File: config.mk
export PLATFORM = sky130hd
export DESIGN_NAME = dcc_packet_gen
export DESIGN_NICKNAME = d
export VERILOG_FILES = /design/src/rtl/dcc_packet_gen.sv
export SDC_FILE = /design/constraint.sdc
export NUM_CORES = 1
export LEC_CHECK = 0
export CORE_MARGIN = 10
export CORE_UTILIZATION = 40
export DETAILED_ROUTE_END_ITERATION = 16
export DONT_BUFFER_PORTS = 1
export GPL_TIMING_DRIVEN = 0
export HOLD_SLACK_MARGIN = 0.15
export PLACE_DENSITY = 0.53
export SYNTH_ARGS = -nofsm -noshare
export SYNTH_HDL_FRONTEND = slang
export SYNTH_SLANG_ARGS = --single-unit
File: constraint.sdc
create_clock -name clk -period 2.5 [get_ports clk]
set_input_delay 0.5 -clock clk [delete_from_list [all_inputs] [get_ports clk]]
set_output_delay 0.5 -clock clk [all_outputs]
set_load 0.02 [all_outputs]
File: src/rtl/dcc_packet_gen.sv
// DCC packet generator with integrated bit encoder: preamble, start/data/error bytes, end bit.
// Sends the standard idle packet whenever no command is waiting in the holding register.
module dcc_packet_gen #(
  parameter int unsigned ONE_HALF_CYC  = 2900,
  parameter int unsigned ZERO_HALF_CYC = 5000,
  parameter int unsigned PREAMBLE_BITS = 14,
  parameter int unsigned MAX_BYTES     = 6,
  parameter int unsigned IDX_W         = 10
) (
  input  logic                           clk,
  input  logic                           reset_n,
  input  logic                           cmd_valid,
  output logic                           cmd_ready,
  input  logic [$clog2(MAX_BYTES+1)-1:0] cmd_len,
  input  logic [8*MAX_BYTES-1:0]         cmd_data,
  output logic [IDX_W-1:0]               cmd_index,
  output logic                           track_out,
  output logic                           pkt_done,
  output logic                           idle_pkt
);
  localparam int unsigned LEN_W  = $clog2(MAX_BYTES+1);
  localparam int unsigned DATA_W = 8*MAX_BYTES;
  localparam int unsigned CNT_W  = 16;

  typedef enum logic [1:0] {S_PRE, S_START, S_DATA, S_END} state_t;

  state_t            state_q, state_d;
  logic [7:0]        pre_cnt_q, pre_cnt_d;
  logic [2:0]        bit_idx_q, bit_idx_d;
  logic [LEN_W-1:0]  byte_idx_q, byte_idx_d;
  logic [LEN_W-1:0]  n_bytes_q, n_bytes_d;
  logic [DATA_W-1:0] tx_buf_q, tx_buf_d;
  logic              hold_full_q, hold_full_d;
  logic [LEN_W-1:0]  hold_len_q, hold_len_d;
  logic [DATA_W-1:0] hold_data_q, hold_data_d;
  logic [CNT_W-1:0]  half_cnt_q, half_cnt_d;
  logic              high_q, high_d;
  logic              cur_one_q, cur_one_d;
  logic              running_q, running_d;
  logic              track_d, pkt_done_d, idle_d, cmd_ready_d;
  logic [IDX_W-1:0]  cmd_index_d;

  logic              accept_c, sel_full_c, load_c, bit_c;
  logic [LEN_W-1:0]  sel_len_c, clamp_len_c;
  logic [DATA_W-1:0] sel_data_c;
  logic [7:0]        err_c, byte_c;

  // Error byte and the byte currently on the wire (byte index n_bytes is the error byte)
  always_comb begin
    err_c  = 8'h00;
    byte_c = 8'h00;
    for (int k = 0; k < MAX_BYTES; k++) begin
      if (LEN_W'(k) < n_bytes_q)   err_c  = err_c ^ tx_buf_q[8*k +: 8];
      if (LEN_W'(k) == byte_idx_q) byte_c = tx_buf_q[8*k +: 8];
    end
    if (byte_idx_q == n_bytes_q) byte_c = err_c;
  end

  always_comb begin
    state_d     = state_q;
    pre_cnt_d   = pre_cnt_q;
    bit_idx_d   = bit_idx_q;
    byte_idx_d  = byte_idx_q;
    n_bytes_d   = n_bytes_q;
    tx_buf_d    = tx_buf_q;
    hold_full_d = hold_full_q;
    hold_len_d  = hold_len_q;
    hold_data_d = hold_data_q;
    half_cnt_d  = half_cnt_q;
    high_d      = high_q;
    cur_one_d   = cur_one_q;
    running_d   = running_q;
    track_d     = track_out;
    pkt_done_d  = 1'b0;
    idle_d      = idle_pkt;
    cmd_index_d = cmd_index;
    load_c      = 1'b0;
    bit_c       = 1'b1;

    accept_c    = cmd_valid & ~hold_full_q;
    sel_full_c  = hold_full_q | accept_c;
    sel_len_c   = hold_full_q ? hold_len_q : cmd_len;
    sel_data_c  = hold_full_q ? hold_data_q : cmd_data;
    clamp_len_c = (sel_len_c > LEN_W'(MAX_BYTES)) ? LEN_W'(MAX_BYTES) : sel_len_c;

    if (accept_c) begin
      hold_full_d = 1'b1;
      hold_len_d  = cmd_len;
      hold_data_d = cmd_data;
      cmd_index_d = cmd_index + IDX_W'(1);
    end

    if (!running_q) begin
      running_d = 1'b1;
      state_d   = S_PRE;
      pre_cnt_d = 8'd0;
      idle_d    = ~hold_full_q;
      load_c    = 1'b1;
    end else if (half_cnt_q != '0) begin
      half_cnt_d = half_cnt_q - CNT_W'(1);
    end else if (high_q) begin
      track_d    = 1'b0;
      high_d     = 1'b0;
      half_cnt_d = cur_one_q ? CNT_W'(ONE_HALF_CYC - 1) : CNT_W'(ZERO_HALF_CYC - 1);
    end else begin
      // Bit boundary: advance framing, then load the next bit
      load_c = 1'b1;
      case (state_q)
        S_PRE: begin
          if (pre_cnt_q == 8'(PREAMBLE_BITS - 1)) begin
            state_d    = S_START;
            byte_idx_d = '0;
            if (sel_full_c) hold_full_d = 1'b0;
            if (sel_full_c && sel_len_c != '0) begin
              tx_buf_d  = sel_data_c;
              n_bytes_d = clamp_len_c;
              idle_d    = 1'b0;
            end else begin
              tx_buf_d  = DATA_W'(16'h00FF);
              n_bytes_d = LEN_W'(2);
              idle_d    = 1'b1;
            end
          end else begin
            pre_cnt_d = pre_cnt_q + 8'd1;
          end
        end
        S_START: begin
          state_d   = S_DATA;
          bit_idx_d = 3'd7;
        end
        S_DATA: begin
          if (bit_idx_q == 3'd0) begin
            if (byte_idx_q == n_bytes_q) begin
              state_d = S_END;
            end else begin
              state_d    = S_START;
              byte_idx_d = byte_idx_q + LEN_W'(1);
            end
          end else begin
            bit_idx_d = bit_idx_q - 3'd1;
          end
        end
        default: begin
          state_d    = S_PRE;
          pre_cnt_d  = 8'd0;
          pkt_done_d = 1'b1;
          idle_d     = ~hold_full_q;
        end
      endcase
    end

    if (load_c) begin
      case (state_d)
        S_START: bit_c = 1'b0;
        S_DATA:  bit_c = byte_c[bit_idx_d];
        default: bit_c = 1'b1;
      endcase
      track_d    = 1'b1;
      high_d     = 1'b1;
      cur_one_d  = bit_c;
      half_cnt_d = bit_c ? CNT_W'(ONE_HALF_CYC - 1) : CNT_W'(ZERO_HALF_CYC - 1);
    end

    cmd_ready_d = ~hold_full_d;
  end

  always_ff @(posedge clk or negedge reset_n) begin
    if (!reset_n) begin
      state_q     <= S_PRE;
      pre_cnt_q   <= 8'd0;
      bit_idx_q   <= 3'd0;
      byte_idx_q  <= '0;
      n_bytes_q   <= '0;
      tx_buf_q    <= '0;
      hold_full_q <= 1'b0;
      hold_len_q  <= '0;
      hold_data_q <= '0;
      half_cnt_q  <= '0;
      high_q      <= 1'b0;
      cur_one_q   <= 1'b0;
      running_q   <= 1'b0;
      track_out   <= 1'b0;
      pkt_done    <= 1'b0;
      idle_pkt    <= 1'b0;
      cmd_ready   <= 1'b1;
      cmd_index   <= '0;
    end else begin
      state_q     <= state_d;
      pre_cnt_q   <= pre_cnt_d;
      bit_idx_q   <= bit_idx_d;
      byte_idx_q  <= byte_idx_d;
      n_bytes_q   <= n_bytes_d;
      tx_buf_q    <= tx_buf_d;
      hold_full_q <= hold_full_d;
      hold_len_q  <= hold_len_d;
      hold_data_q <= hold_data_d;
      half_cnt_q  <= half_cnt_d;
      high_q      <= high_d;
      cur_one_q   <= cur_one_d;
      running_q   <= running_d;
      track_out   <= track_d;
      pkt_done    <= pkt_done_d;
      idle_pkt    <= idle_d;
      cmd_ready   <= cmd_ready_d;
      cmd_index   <= cmd_index_d;
    end
  end
endmodule

==> results of run 1 <==
-- worst max-delay path: stages (launching register included) --
cell and delay, ns:
dfrtp_1 0.40, buf_4 0.15, buf_4 0.15, ha_4 0.16, ha_4 0.19, a22o_1 0.19, a31oi_2 0.17, o31ai_1 0.09
a211o_1 0.29, o21ai_0 0.08, mux2i_1 0.13, mux2i_2 0.24, a211oi_4 0.09, buf_6 0.14, a31o_1 0.17
-- cell usage after synthesis, drive strengths merged, types with 2 or more instances --
master   count  area, µm²
a2bb2oi      3       26.3
a211oi      10       92.6
nor2b       17        109
inv         26       97.6
a31oi        7       43.8
nor2        29        109
nor4         4       40.0
nand3b       4       30.0
o2111ai      3       26.3
a22oi       13       97.6
o21ai       40        200
mux2i       43        430
o21a         6       45.0
clkbuf      48        183
a22o         4       35.0
and2         2       12.5
ha          15        188
or3          5       36.3
a221o        5       50.1
dfrtp      151       3780
and3         4       25.0
o31ai       48        360
nor3        14       91.3
o221ai       4       35.0
a21o         6       45.0
nand4        8       65.1
a2111oi      3       26.3
buf          8       35.0
or4          2       15.0
nand2b       7       43.8
nand2      262        983
xnor2       25        219
o31a         3       26.3
nand4b       2       17.5
a211o        4       35.0
a21oi       19       95.1
or2          4       25.0
o211ai       6       55.1
nand3       20        100
xor2        31        272
nor3b        2       31.3
a221oi       9       78.8
-- routing by layer --
layer  global-route usage, %  share of wire, %  vias up  wire, µm
met5                       0                 0        -         0
met4                    5.59               1.8        0       426
met3                    3.52               4.1       23       944
met2                    28.9                48       99     11200
met1                    22.6                46     3261     10700
li1                        -                 -     3375         -
-- what timing repair did --
item / 4_1_cts / 5_1_grt
gates cloned: 0 / 1
endpoints found under the hold margin: 152 / 152
gates resized for setup: 61 / 69
endpoints found under the setup margin: 70 / 73
buffers inserted: 15 / 11
pin swaps: 13 / 19
-- cell families after synthesis --
| group | count (synthesis) | share of synthesized area, % |
|---|---|---|
| multiplexers | 44 | 5.22 |
| flip-flops | 152 | 45.0 |
| buffers and inverters | 82 | 3.73 |
| other | 1 | 0.0443 |
| AND/OR/NAND/NOR | 389 | 20.8 |
| adder cells (fa/ha/maj) | 15 | 2.22 |
| XOR/XNOR | 56 | 5.80 |
| AO/OA/AOI/OAI | 202 | 17.2 |
-- area by class of cell --
cell class,count,share of cell area (%)
well taps,275,3.43
flip-flops and latches,152,37.9
clock buffers,19,4.41
clock inverters,12,1.41
multi-input cells,707,46.7
repair buffers,26,2.28
inverters,26,0.997
plain buffers,54,2.82
-- worst max path at each step --
| stage | from | endpoint | slack [ns] | depth (start not counted) |
|---|---|---|---|---|
| after global routing | half_cnt_q[1] | cur_one_q | -0.37 | 12 |
| after CTS | half_cnt_q[1] | cur_one_q | -0.25 | 11 |
| after detailed placement | byte_idx_q[0] | cur_one_q | -0.84 | 13 |
| after floorplan | half_cnt_q[0] | cur_one_q | -0.1 | 11 |
| after global placement | byte_idx_q[2] | cur_one_q | -0.90 | 11 |
| final | byte_idx_q[1] | cur_one_q | -0.26 | 14 |
-- stage by stage --
stage / setup TNS (ns) / instance area (µm²) / power, mW / util, %
floorplan: -0.614 / 8480 / 2.99 / -
global placement: -33.48 / 8820 / 3.09 / 42.2
detailed placement: -33.10 / 8820 / 3.10 / 42.2
CTS: -2.13 / 9730 / 5.74 / 46.6
global route: -3.90 / 10000 / 5.94 / 48.1
finish: -1.48 / 10000 / 5.68 / 48.1
-- report_power, final --
group | switching [mW] | internal [mW]
clock | 1.09 | 1.51
combinational | 0.225 | 0.153
sequential | 0.101 | 2.59
total | 1.42 | 4.25
-- state kept, by name, indices dropped and copies added (netlist names), 3 cells and up --
name,cells
byte_idx_q,3
hold_len_q,3
n_bytes_q,3
pre_cnt_q,8
tx_buf_q,48
cmd_index,10
hold_data_q,48
half_cnt_q,16
bit_idx_q,3
==> flow_summary.ini, run 1 <==
[global_routing]
grt-ovfl-total = 0
grt_max_degree = 153
grt_pass1_vias = 6880
grt_pass1_wl_um = 38000
grt_usage_pct = 17.5
antenna_found_initial = 0

[placed_design]
dpl_worst_slack_ns = -0.844
place_hpwl_um = 16300
portBuffers = 0
gp_congestion = 0.900
dp.cells = 1216

[clock_network]
cts_buffer_depth = 2
cts_sinks = 152
clk_pin_slew_ns = 0.07
clk_latency_ns = 0.43
cts_root_buffer = clkbuf_16
htree_levels = 4
cts_tree = built
numCtsBuffers = 17

[layout]
final_net_count = 1053
final_cell_mix = 260 x nand2_1, 148 x dfrtp_1, 42 x o31ai_1, 42 x mux2i_1, 31 x xor2_1
areaGrowthSynthToFinish_pct = 18.7
stdcell_count = 1271
drive_above_1_share_pct = 14.7
n_antenna_cell = 0
fillers = 2021
final_common_cell = nand2_1
multiInputGateArea_um2 = 4700
seq_area_um2 = 3810

[worst_setup_path]
rr_endpoint = cur_one_q
crit_fanout = 7
ff2ff_setup_slack_ns = -0.26
cp_data_arrival_time_ns = 3.07
r2r-start = byte_idx_q[1]
r2r_cells = 14
required_ns = 2.81
end_kind = flop
start_kind = flop
crit_type = flop to flop

[yosys]
synth_flop_cell = dfrtp_1
synth.avg_cell_area_um2 = 8.99
seq_area_frac_synth_pct = 45.0
yosysWarnings = 0
synth_edf_count = 0
yosysUniqueCellTypes = 71
synth_area_um2 = 8460
syn-instance-count = 941
ys_async_sr_fraction_pct = 100
syn_nets = 1010
synth-seq-cells = 152

[floorplanning]
core_area_um2 = 20900
start_util_pct = 40.5
die_h_um = 165
fp-row-count = 53
die-area_um2 = 27400
io_pins = 68
die_x_um = 165

[timing]
fmax_ghz = 0.362
slew_headroom_pct = 50.9
final_max_slew_viol_count = 0
final.period_utilization_pct = 110
rsz0062_at_grt = true
fin_ws_ns = -0.260
final.setup_skew_ns = 0.0122
whs_ns = -0.237
hold_viol = 151
fin_crit_ns = 2.76
setup_viol = 7
tightest_slew_ns = 0.737

[run_status]
status = complete, but fails checks
violations = hold timing, setup timing

[detailed_routing]
routedWlPerCell_um = 18.3
postRouteAntennaNets = 0
vias = 6758
wirelength_um = 23200
first_iter_violations = 356
dr.pass1.iters = 5
drc_errors = 0
drt-vias-per-instance = 5.32

[job]
maxCapViolCount = 0

[min_path]
hp-class = input port to async pin

[power_and_ir_drop]
p_per_area_nw_per_um2 = 565
p_leak_nw = 4.61
peakVddDrop_v = 0.000397
(Power assumes the default switching activity.)
==> run 2, diff against run 1 <==
--- a/config.mk
+++ b/config.mk
@@ -12,6 +12,8 @@
 export GPL_TIMING_DRIVEN = 0
 export HOLD_SLACK_MARGIN = 0.15
 export PLACE_DENSITY = 0.53
+export REMOVE_ABC_BUFFERS = 1
+export SKIP_CTS_REPAIR_TIMING = 1
 export SYNTH_ARGS = -nofsm -noshare
 export SYNTH_HDL_FRONTEND = slang
 export SYNTH_SLANG_ARGS = --single-unit
==> flow_summary.ini, run 2 (synthesis results as in run 1) <==
[clock_network]
clk_latency_ns = 0.43
cts_buffer_depth = 2
numCtsBuffers = 17
cts_tree = built
cts_sinks = 152
clk_pin_slew_ns = 0.06
cts_root_buffer = clkbuf_16
htree_levels = 4

[placed_design]
portBuffers = 0
gp_congestion = 0.833
dpl_worst_slack_ns = -1.05
place_hpwl_um = 13600
place_area_um2 = 8730

[run_status]
status = complete, but fails checks
violations = hold timing, setup timing

[power_and_ir_drop]
p_sw_mw = 1.43
peakVddDrop_v = 0.000427
internal-power_mw = 4.26
p_per_area_nw_per_um2 = 569
share_seq_of_total_power_pct = 47.6
switching_share_pct = 25.1
pwr-share-comb_pct = 6.6
finalPower_mw = 5.69
clkPwrFrac_pct = 45.8
p_leak_nw = 4.56

[detailed_routing]
dr.pass1.iters = 5
wirelength_um = 21700
routedWlPerCell_um = 17.7
first_iter_violations = 402
drt-vias-per-instance = 5.50
vias = 6739
postRouteAntennaNets = 0
drc_errors = 0

[timing]
fin_crit_ns = 2.89
final.setup_skew_ns = 0.0133
tightest_slew_ns = 0.629
fmax_ghz = 0.345
setup_viol = 7
slew_headroom_pct = 57.9
rsz0062_at_grt = true
final.period_utilization_pct = 116
whs_ns = -0.229
hold_viol = 152
final_max_slew_viol_count = 0
fin_ws_ns = -0.395
fin_tns_setup_ns = -2.69

[layout]
seq_area_um2 = 3820
final_common_cell = nand2_1
largestRegisters = hold_data_q (48), tx_buf_q (48), half_cnt_q (16)
final_cell_area_um2 = 9990
drive_above_1_share_pct = 13.9
areaGrowthSynthToFinish_pct = 18.0
n_antenna_cell = 0
final_net_count = 1007
multiInputGateArea_um2 = 4720
final_cell_mix = 260 x nand2_1, 144 x dfrtp_1, 43 x mux2i_1
fillers = 1954

[worst_setup_path]
r2r_cells = 14
cp-startpoint = half_cnt_q[0]
crit_fanout = 7
start_kind = flop
cp_data_arrival_time_ns = 3.21
r2r-start = half_cnt_q[0]
crit_type = flop to flop
required_ns = 2.81
end_kind = flop

[floorplanning]
core_area_um2 = 20900
die_h_um = 165
start_util_pct = 40.5
die-area_um2 = 27400
fp-row-count = 53
io_pins = 68
die_x_um = 165

[min_path]
hp-class = input port to async pin

[global_routing]
grt_usage_pct = 15.2
antenna_found_initial = 0
grt_pass1_wl_um = 33900
grt_pass1_vias = 6458
grt-ovfl-total = 0
grt_max_degree = 153

[job]
maxCapViolCount = 0
run 2: cell count changes in the layout (fill, tap and decap cells not counted), moves of 4 or more:
cell and change:
o31ai_1 -5, o21ai_0 -4, clkbuf_2 -6, clkbuf_1 -26, buf_1 -4, clkinvlp_4 +6, buf_4 -7, o31ai_4 +5
buf_2 -8, clkbuf_4 -4, buf_12 +6, dfrtp_1 -4
run 2: final timing paths:
| path | end | slack, ns |
|---|---|---|
| setup reg to reg | cur_one_q | -0.39 |
| hold / removal | hold_full_q | -0.23 |
| setup / recovery | cur_one_q | -0.39 |
| max in group asynchronous | byte_idx_q[2] | 2.35 |
| min in group clk | hold_data_q[29] | 0.17 |
| hold reg to reg | hold_data_q[39] | 0.47 |
run 2: metal layers:
metal,track usage (%),share of wire (%),vias up
li1,-,-,3283
met1,20.0,45,3307
met2,24.7,48,131
met3,3.32,5.4,18
met4,4.59,1.1,0
met5,0,0,-
run 2: layout make-up:
type | instances | share of cell area (%)
inverters | 26 | 1.01
repair buffers | 32 | 4.15
clock buffers | 19 | 4.43
flip-flops and latches | 152 | 38.2
clock inverters | 13 | 1.44
well taps | 275 | 3.44
multi-input cells | 709 | 47.3
run 2: worst max-delay path: stages (launching register included):
cell and delay [ns]:
dfrtp_1 0.40, inv_1 0.07, ha_2 0.17, nor3b_4 0.18, buf_6 0.15, nand4_4 0.15
nor3_4 0.25, buf_12 0.14, and3_4 0.20, o211ai_4 0.08, or2_4 0.29, and4bb_1 0.31
a211oi_4 0.06, buf_12 0.15, a31o_1 0.18
run 2: power groups by stage:
stage / combinational, mW / sequential (mW) / clock [mW]
6_report: 0.376 / 2.71 / 2.61
5_1_grt: 0.436 / 2.72 / 2.78
4_1_cts: 0.343 / 2.70 / 2.66
3_5_place_dp: 0.342 / 2.75 / 0
3_3_place_gp: 0.322 / 2.74 / 0
2_1_floorplan: 0.254 / 2.72 / 0
run 2: through the flow:
| step | std cells | utilization [%] |
|---|---|---|
| 2_1_floorplan | 885 | - |
| 3_3_place_gp | 1160 | 41.1 |
| 3_5_place_dp | 1165 | 41.8 |
| 4_1_cts | 1197 | 44.6 |
| 5_1_grt | 1226 | 47.8 |
| 6_report | 1226 | 47.8 |
==> run 3, diff against run 2 <==
--- a/config.mk
+++ b/config.mk
@@ -5,6 +5,7 @@
 export SDC_FILE = /design/constraint.sdc
 export NUM_CORES = 1
 export LEC_CHECK = 0
+export ABC_AREA = 1
 export CORE_MARGIN = 10
 export CORE_UTILIZATION = 40
 export DETAILED_ROUTE_END_ITERATION = 16
@@ -14,6 +15,7 @@
 export PLACE_DENSITY = 0.53
 export REMOVE_ABC_BUFFERS = 1
 export SKIP_CTS_REPAIR_TIMING = 1
+export SKIP_LAST_GASP = 1
 export SYNTH_ARGS = -nofsm -noshare
 export SYNTH_HDL_FRONTEND = slang
 export SYNTH_SLANG_ARGS = --single-unit
==> flow_summary.ini, run 3 <==
[power_and_ir_drop]
peakVddDrop_v = 0.000411
p_sw_mw = 1.41
p_leak_nw = 5.03
switching_share_pct = 25.9
finalPower_mw = 5.43
p_per_area_nw_per_um2 = 548
clkPwrFrac_pct = 44.5
pwr-share-comb_pct = 6.8
share_seq_of_total_power_pct = 48.7
internal-power_mw = 4.02

[layout]
largestRegisters = hold_data_q (48), tx_buf_q (48), half_cnt_q (16)
utilization_pct = 45.7
final_cell_mix = 323 x nand2_1, 159 x inv_1, 145 x dfrtp_1
final_net_count = 1258
n_antenna_cell = 0
areaGrowthSynthToFinish_pct = 13.3
drive_above_1_share_pct = 10.7
final_common_cell = nand2_1

[worst_setup_path]
crit_path_cell_trace = inv_1, ha_1, inv_1, nor2_4, nand4_1, nand2_2, nand2_4, clkbuf_2, nand2_1, inv_1, a21oi_1, nand2_1, nand3_1, nand3_2, nand2_2, nand2_1
slowest_delay_ns = 0.41
crit_fanout = 6
cp_data_arrival_time_ns = 2.64
r2r-start = state_q[1]
rr_endpoint = half_cnt_q[11]
cp-startpoint = state_q[1]
required_ns = 2.82
end_kind = flop
start_kind = flop
ff2ff_setup_slack_ns = 0.18
slowest_stage = dfrtp_2
crit_type = flop to flop
endpoint = half_cnt_q[11]
r2r_cells = 16

[detailed_routing]
routedWlPerCell_um = 15.9
highest_layer = met4
dr.pass1.iters = 5
wl_met3_um = 1200
drc_errors = 0
drt-vias-per-instance = 5.03
postRouteAntennaNets = 0
first_iter_violations = 445
wirelength_um = 23600
route.met2.wl_um = 10500
vias = 7454
drt-met1-wl_um = 11600

[run_status]
status = complete, but fails checks
violations = hold timing

[floorplanning]
die_h_um = 168
fp-row-count = 54
io_pins = 68
die_x_um = 168
core_area_um2 = 21700
die-area_um2 = 28200
start_util_pct = 40.3

[placed_design]
place_hpwl_um = 15300
dpl_worst_slack_ns = -1.35
gp_congestion = 0.866
portBuffers = 0

[timing]
tightest_slew_ns = 0.539
fmax_ghz = 0.430
fin_ws_ns = 0.177
hold_viol = 151
fin_crit_ns = 2.32
slew_headroom_pct = 64.0
fin_tns_setup_ns = 0
final_max_slew_viol_count = 0
final.period_utilization_pct = 92.9
whs_ns = -0.239
setup_viol = 0
rsz0062_at_grt = true
final.setup_skew_ns = 0.0109

[yosys]
synth_flop_cell = dfrtp_1
synth.avg_cell_area_um2 = 7.37
synth-seq-cells = 152
yosysWarnings = 0
seq_area_frac_synth_pct = 43.5
synth_edf_count = 0
ys_top_cells_by_count = 331 x nand2_1, 162 x inv_1, 151 x dfrtp_1, 117 x o21ai_0, 82 x nor2_1
yosysTopAreaCell = dfrtp_1
synth_area_um2 = 8740
syn-instance-count = 1187
yosysUniqueCellTypes = 48
yosysMostFrequentCell = nand2_1
synthTopCellsByArea = dfrtp_1 43%, nand2_1 14%, inv_1 7.0%, o21ai_0 6.7%, nand3_1 4.5%
ys_async_sr_fraction_pct = 100
synth_top_area_share_pct = 43.2

[clock_network]
clk_latency_ns = 0.43
cts_root_buffer = clkbuf_16
cts_buffer_depth = 2
numCtsBuffers = 17
clk_pin_slew_ns = 0.07
cts_sinks = 152
cts_tree = built
htree_levels = 4

[global_routing]
grt_max_degree = 153
grt_pass1_vias = 7170
antenna_found_initial = 0
grt_usage_pct = 15.8
grt_pass1_wl_um = 36900
grt-ovfl-total = 0

[min_path]
hp-class = input port to async pin

[job]
maxCapViolCount = 0
[run 3: critical path: cells and delay by family (launching register included)]
kind	cells	cell delay (ns)
flip-flops	1	0.41
buffers and inverters	4	0.36
AND/OR/NAND/NOR	10	1.02
adder cells (fa/ha/maj)	1	0.30
AO/OA/AOI/OAI	1	0.13
[run 3: power by group through the flow]
stage               Sequential (mW)  Combinational (mW)  Clock [mW]
CTS                            2.64               0.366        2.48
finish                         2.64               0.368        2.42
floorplan                      2.68               0.272           0
global placement               2.69               0.347           0
global route                   2.66               0.433        2.56
detailed placement             2.69               0.363           0
[run 3: worst min path at each step]
stage,startpoint,endpoint,slack (ns),cells after the start
2_1_floorplan,reset_n,bit_idx_q[0],0.20,0
3_3_place_gp,reset_n,hold_data_q[31],0.22,0
3_5_place_dp,reset_n,hold_data_q[31],0.21,0
4_1_cts,reset_n,hold_data_q[31],-0.25,0
5_1_grt,reset_n,hold_data_q[31],-0.26,0
6_report,reset_n,hold_data_q[14],-0.24,0
[run 3: cells by family after synthesis]
group	after synthesis	share of synthesized area, %
multiplexers	1	0.114
XOR/XNOR	25	2.50
AND/OR/NAND/NOR	555	27.4
other	1	0.0429
adder cells (fa/ha/maj)	15	2.15
AO/OA/AOI/OAI	218	14.3
buffers and inverters	220	9.93
flip-flops	152	43.5
[run 3: stage by stage]
step	cell area (µm²)	cells
CTS	9530	1457
floorplan	8530	1140
global route	9910	1482
global placement	8880	1420
finish	9910	1482
detailed placement	8990	1425
[run 3: metal layers]
layer / up-vias / track usage [%]
met5: - / 0
met2: 143 / 24.2
met1: 3471 / 21.7
met3: 16 / 3.70
li1: 3824 / -
met4: 0 / 4.47
[run 3: area by class of cell]
type | instances | area (µm²)
clock buffers | 20 | 447
clock inverters | 12 | 93.8
fillers | 2196 | 11800
inverters | 173 | 682
multi-input cells | 816 | 4210
flip-flops and latches | 152 | 3820
well taps | 280 | 350
repair buffers | 27 | 289
repair inverters | 2 | 17.5
